**src/rtl/gshare_ctr.sv**
```systemverilog
// gshare_ctr: gshare conditional-branch predictor.
//
// A pattern history table (PHT) of 2**BH_SIZE saturating counters is indexed
// by the speculative global history register (GHR) XORed with PC bits. The
// counter MSB is the predicted direction. Fetch receives the GHR snapshot that
// produced each prediction; at retire that snapshot comes back to train the
// same counter and, on a mispredict, to rebuild the GHR.
//
// Optional feature macro: GSHARE_CTR_BYPASS_EN
//   defined   - a prediction that hits the counter being trained this cycle
//               sees the post-training value.
//   undefined - a prediction always reads the registered counter.
//
// Ports:
//   clock          in   single clock
//   reset          in   synchronous, active-high
//   pred_en        in   fetch presents a conditional branch
//   pred_pc        in   PC of that branch
//   pred_valid     out  pred_taken / pred_ghr are meaningful
//   pred_taken     out  predicted direction (1 = taken)
//   pred_ghr       out  GHR used for this prediction
//   upd_en         in   a conditional branch retires
//   upd_pc         in   PC of the retiring branch
//   upd_ghr        in   pred_ghr captured for the retiring branch
//   upd_taken      in   resolved direction
//   upd_mispredict in   resolved direction differed from the prediction
//   ghr_out        out  current speculative GHR
module gshare_ctr #(
  parameter int BH_SIZE  = 8,
  parameter int CTR_BITS = 2,
  parameter int PC_LSB   = 2
) (
  input  logic               clock,
  input  logic               reset,
  input  logic               pred_en,
  input  logic [31:0]        pred_pc,
  output logic               pred_valid,
  output logic               pred_taken,
  output logic [BH_SIZE-1:0] pred_ghr,
  input  logic               upd_en,
  input  logic [31:0]        upd_pc,
  input  logic [BH_SIZE-1:0] upd_ghr,
  input  logic               upd_taken,
  input  logic               upd_mispredict,
  output logic [BH_SIZE-1:0] ghr_out
);

  localparam int DEPTH = 1 << BH_SIZE;
  // Weakly-not-taken: one below the taken threshold.
  localparam logic [CTR_BITS-1:0] CTR_WNT = CTR_BITS'((1 << (CTR_BITS - 1)) - 1);

  // Saturating up/down step; the counter never wraps at either end.
  function automatic logic [CTR_BITS-1:0] ctr_step(
    input logic [CTR_BITS-1:0] ctr,
    input logic                up
  );
    if (up) return (ctr == '1) ? ctr : ctr + CTR_BITS'(1);
    else    return (ctr == '0) ? ctr : ctr - CTR_BITS'(1);
  endfunction

  logic [CTR_BITS-1:0] pht [DEPTH];
  logic [BH_SIZE-1:0]  ghr;
  logic [BH_SIZE-1:0]  pidx;
  logic [BH_SIZE-1:0]  uidx;
  logic [CTR_BITS-1:0] upd_ctr_next;
  logic [CTR_BITS-1:0] pred_ctr;
  logic                squash;

  // Only the hashed PC window matters; fold the rest so it reads as used.
  logic unused_pc_bits;
  assign unused_pc_bits = ^{pred_pc, upd_pc};

  assign pidx         = ghr ^ pred_pc[PC_LSB+BH_SIZE-1:PC_LSB];
  assign uidx         = upd_ghr ^ upd_pc[PC_LSB+BH_SIZE-1:PC_LSB];
  assign upd_ctr_next = ctr_step(pht[uidx], upd_taken);

  // A retire-time mispredict repairs the GHR and kills any fetch this cycle,
  // since that fetch was made on the wrong path.
  assign squash = upd_en & upd_mispredict;

`ifdef GSHARE_CTR_BYPASS_EN
  assign pred_ctr = (upd_en && (pidx == uidx)) ? upd_ctr_next : pht[pidx];
`else
  assign pred_ctr = pht[pidx];
`endif

  assign pred_valid = pred_en & ~reset & ~squash;
  assign pred_taken = pred_valid & pred_ctr[CTR_BITS-1];
  assign pred_ghr   = ghr;
  assign ghr_out    = ghr;

  // GHR: repair beats speculative shift; reset beats both.
  always_ff @(posedge clock) begin
    if (reset) begin
      ghr <= '0;
    end else if (squash) begin
      ghr <= {upd_ghr[BH_SIZE-2:0], upd_taken};
    end else if (pred_valid) begin
      ghr <= {ghr[BH_SIZE-2:0], pred_taken};
    end
  end

  // PHT: trained on every retired branch, mispredicted or not.
  always_ff @(posedge clock) begin
    if (reset) begin
      for (int i = 0; i < DEPTH; i++) pht[i] <= CTR_WNT;
    end else if (upd_en) begin
      pht[uidx] <= upd_ctr_next;
    end
  end

endmodule

```
**config.mk**
```make
export PLATFORM = sky130hd
export DESIGN_NAME = gshare_ctr
export DESIGN_NICKNAME = d
export VERILOG_FILES = /design/src/rtl/gshare_ctr.sv
export SDC_FILE = /design/constraint.sdc
export NUM_CORES = 1
export LEC_CHECK = 0
export CORE_MARGIN = 10
export CORE_UTILIZATION = 45
export DETAILED_ROUTE_END_ITERATION = 8
export MAX_ROUTING_LAYER = met4
export PLACE_DENSITY = 0.65
export SLEW_MARGIN = 5
export SYNTH_ARGS = -nofsm -noshare
export SYNTH_HDL_FRONTEND = slang
export SYNTH_SLANG_ARGS = --single-unit
```
**constraint.sdc**
```tcl
create_clock -name clock -period 8.86 [get_ports clock]
set_clock_uncertainty 0.2 [all_clocks]
set_input_delay 0.886 -clock clock [delete_from_list [all_inputs] [get_ports clock]]
set_output_delay 0.886 -clock clock [all_outputs]
set_load 0.01 [all_outputs]
```
Word level (Yosys, flattened, before mapping)
Memories as Yosys holds them, arrays and structs flattened.
Index checks and enable logic that the tools add are counted.
{"block": "totals", "regBits": 8, "mem_bits_rw": 512, "inputBits": 78, "out_inout_bits": 18, "elab_cells": 29, "memories": 1}
{"name": "pht", "words": 256, "width": 2, "rd": 2, "rd_clocked_by_memory_dff": 0, "write_ports": 256, "line_no": "61", "text": "logic [CTR_BITS-1:0] pht [DEPTH];"}
{"block": "op_classes", "n_addsub": 2, "eq_ne": 1, "mux": 13, "bitwise_logic": 8, "n_reduce_logical": 3}
{"operator": "8-bit two-way mux", "n": 3}
{"operator": "8-bit XOR", "n": 2}
{"operator": "2-bit two-way mux", "n": 4}
{"operator": "1-bit two-way mux", "n": 6}
{"operator": "1-bit AND", "n": 4}
{"operator": "2-bit by 1-bit adder with 2-bit output, second input constant", "n": 1}
{"operator": "2-bit equality test, second input constant", "n": 1}
{"operator": "2-bit zero test", "n": 1}
{"operator": "1-bit NOT", "n": 2}
{"operator": "2-bit nonzero test", "n": 1}
{"operator": "2-bit OR reduction", "n": 1}
{"operator": "2-bit by 1-bit subtractor with 2-bit output, second input constant", "n": 1}

Longest topological paths before layout
{"block": "depth", "depth_word": 6, "depth_mapped": 13}

Least setup slack after synthesis
Ideal clock, no wire load.
{"block": "synth_path", "path_type": "input to output", "start": "in pred_pc[2]", "end": "out pred_taken", "arrival_ns": 3.151, "t_required_ns": 7.774, "slack_ns": 4.623, "path_stages": 10, "path_buffers": 2, "path_cell_list": "xor2_1 > buf_2 > buf_2 > mux4_2 > a22oi_1 > a21oi_1 > nor3_1 > o31ai_1 > nand3_1 > nand2_1"}
{"block": "synth_via", "elab_chain_len": 3}
{"element": "from (decl)", "line_no": "36", "text": "input logic [31:0] pred_pc,"}
{"element": "8-bit XOR", "line_no": "73", "text": "assign pidx = ghr ^ pred_pc[PC_LSB+BH_SIZE-1:PC_LSB];"}
{"element": "memory 256 x 2 bit"}
{"element": "1-bit AND", "line_no": "88", "text": "assign pred_taken = pred_valid & pred_ctr[CTR_BITS-1];"}
{"element": "to (decl)", "line_no": "38", "text": "output logic pred_taken,"}
No other way between the ends.

==> metrics.cfg <==
[synth]
synth_warnings=0
syn_inst=2419
syn_area_per_cell_sq_um=11.6
seq_area_frac_synth_pct=55.6
synth_edf_count=512
async_flop_share_pct=0
ys_seq_elements=520
synth_area_sq_um=28000
yosys.area.top_type=edfxtp_1
syn-num-nets=2497
synthTopCellsByArea=edfxtp_1 (55%), mux2i_1 (9.4%), mux4_2 (5.2%)
synthFlopType=edfxtp_1
yosysUniqueCellTypes=34
synth.top_cell.area_share_pct=55.0

[worst_hold_path]
hp-class=reg2reg

[grt]
first_global_vias=20600
grt_max_degree=122
grt_pass1_wl_um=132000
grt.total_usage_pct=24.6
antenna_found_initial=0
grt-ovfl-total=0

[clock_network]
clock_sinks=520
cts_tree=done
clk_latency_ns=0.62
post_cts_buffers=0
cts_buffers=54
clockBufferDepth=3
cts_resized=0
cts.htree.levels=2
postCtsHoldBufs=0
path_clk_slew_ns=0.06
clockRootBuffer=clkbuf_16

[place]
numPortBuffers=47
place.gp.congestion=0.904
dp_hpwl_um=54600
dp_cells=3112
pre_cts_slack_ns=2.00
placed_area_sq_um=29200

[critical_path]
endpoint_kind=flip-flop
cp_data_required_time_ns=9.01
path_max_fanout=59
crit_chain=clkdlybuf4s50_1 -> xor2_4 -> buf_4 -> mux2i_1 -> o22ai_1 -> o41ai_1 -> nand4_1 -> o22ai_1 -> or2_1 -> maj3_4 -> buf_4 -> nor2_1
r2r-start=pht[64][1]
r2r_slack_ns=4.63
r2r-end=pht[150][1]
endpoint=pht[150][1]
max_stage_delay_ns=1.00
critical_path_class=in2reg
crit_start=upd_ghr[0]
reg2reg_depth=9
arrival_ns=6.50
critPathSlowestCell=xor2_4
cp-start-kind=input pin

[sta]
hold_viol_final=0
finalSetupViolations=0
setup_slack_ns=2.51
period_share_pct=71.7
grt_setup_unrepaired=no
slew_viol_final=0
finalSetupTns_ns=0
period_needed_ns=6.35
max_slew_margin_pct=14.5
holdWs_ns=0.414
clock.fmax_ghz=0.157
worst_pin_slew_ns=1.28

[layout]
final_cell_area_sq_um=30900
diodes=0
fin_cells=3208
final_cell_mix=edfxtp_1 (512), nand3_1 (266), mux2i_1 (263)
mostFrequentLayoutCell=edfxtp_1
fin_util_pct=50.2
nets=2409
num-fill-cells=5346
drive_gt1_share_pct=10.5
syn_to_final_growth_pct=10.5

[die]
die_area_sq_um=72500
start_util_pct=45.4
rows=91
die_w_um=269
pin_count=96
die_y_um=269
core_sq_um=61600

[power]
vdd_drop_max_v=0.000174
total_power_mw=6.29
cellPowerDensity_nw_per_um2=203
leakage_nw=10.4

[routing]
ant_nets=0
vias=21200
via_per_inst=6.60
routed_wirelength_um=90300
drc_errors=0
drt_iter0_drc=2857
wire_per_inst_um=28.1
drtPass1Iterations=5

[run_status]
status=finished clean

[flow_run]
maxCapViolCount=0

## registers in the layout (all words and copies together) (netlist names)
register  cells
ghr_out       8
pht         512
## Yosys cell counts, types with 3 or more instances
cell	instances
o21ai_0	4
a211oi_1	7
buf_2	42
edfxtp_1	512
xor2_1	16
nand2_1	166
nor3_1	90
xnor2_1	14
nor2_1	190
a21oi_1	14
inv_1	3
mux2i_1	263
o22ai_1	132
nand3_1	271
nand2b_1	130
buf_1	11
a22oi_1	30
nor4_1	60
mux4_2	64
clkbuf_1	180
a21o_1	127
buf_4	32
dfxtp_1	8
o41ai_1	32
nand4_1	10
## worst min path at each step
| stage | from | to | slack [ns] | cells past startpoint |
|---|---|---|---|---|
| 2_1_floorplan | ghr_out[7] | ghr_out[7] | 0.40 | 2 |
| 3_3_place_gp | ghr_out[7] | ghr_out[7] | 0.40 | 2 |
| 3_5_place_dp | ghr_out[7] | ghr_out[7] | 0.41 | 2 |
| 4_1_cts | ghr_out[7] | ghr_out[7] | 0.42 | 2 |
| 5_1_grt | ghr_out[7] | ghr_out[7] | 0.49 | 2 |
| 6_report | ghr_out[7] | ghr_out[7] | 0.41 | 2 |
## area by class of cell
type / count / area [sq um] / share of cell area, %
Clock buffer: 72 / 1480 / 4.80
Clock inverter: 24 / 230 / 0.745
Inverter: 3 / 11.3 / 0.0364
Multi-Input combinational cell: 1631 / 11500 / 37.1
Sequential cell: 520 / 15500 / 50.3
Tap cell: 837 / 1050 / 3.39
Timing Repair Buffer: 121 / 1110 / 3.61
## worst max-delay path, delay by kind of cell
kind | cells | cell delay (ns)
buffers and inverters | 3 | 1.77
AOI/OAI and AO/OA | 3 | 1.16
xor gates and xnor gates | 1 | 1.00
adders and majority gates | 1 | 0.72
and+or+nand+nor | 3 | 0.65
muxes | 1 | 0.25
## report_power, final
part	total [mW]	internal (mW)	switching [mW]	leakage [nW]
combinational	1.23	0.351	0.878	4.89
clock	2.27	1.31	0.960	0.829
sequential	2.79	2.75	0.0359	4.66
total	6.29	4.41	1.87	10.4
## cell families after synthesis
group           after synthesis  share of synthesized area [%]
fa+ha+maj                     2                         0.0761
buf+inv                     268                           4.22
compound gates              349                           8.75
simple gates                923                           15.9
flops                       520                           55.6
xor+xnor                     30                          0.940
mux                         327                           14.6
## layer usage
layer  track usage (%)  up-vias  wire length (um)  part of all wire (%)
met4              11.7        0              4400                   4.9
met3              4.71      271             10000                    11
met5                 -        -                 0                     0
li1                  -     9013                 -                     -
met1              31.1    10600             34000                    38
met2              37.9     1297             41900                    46
No activity file was read; power rests on OpenSTA's default activity.
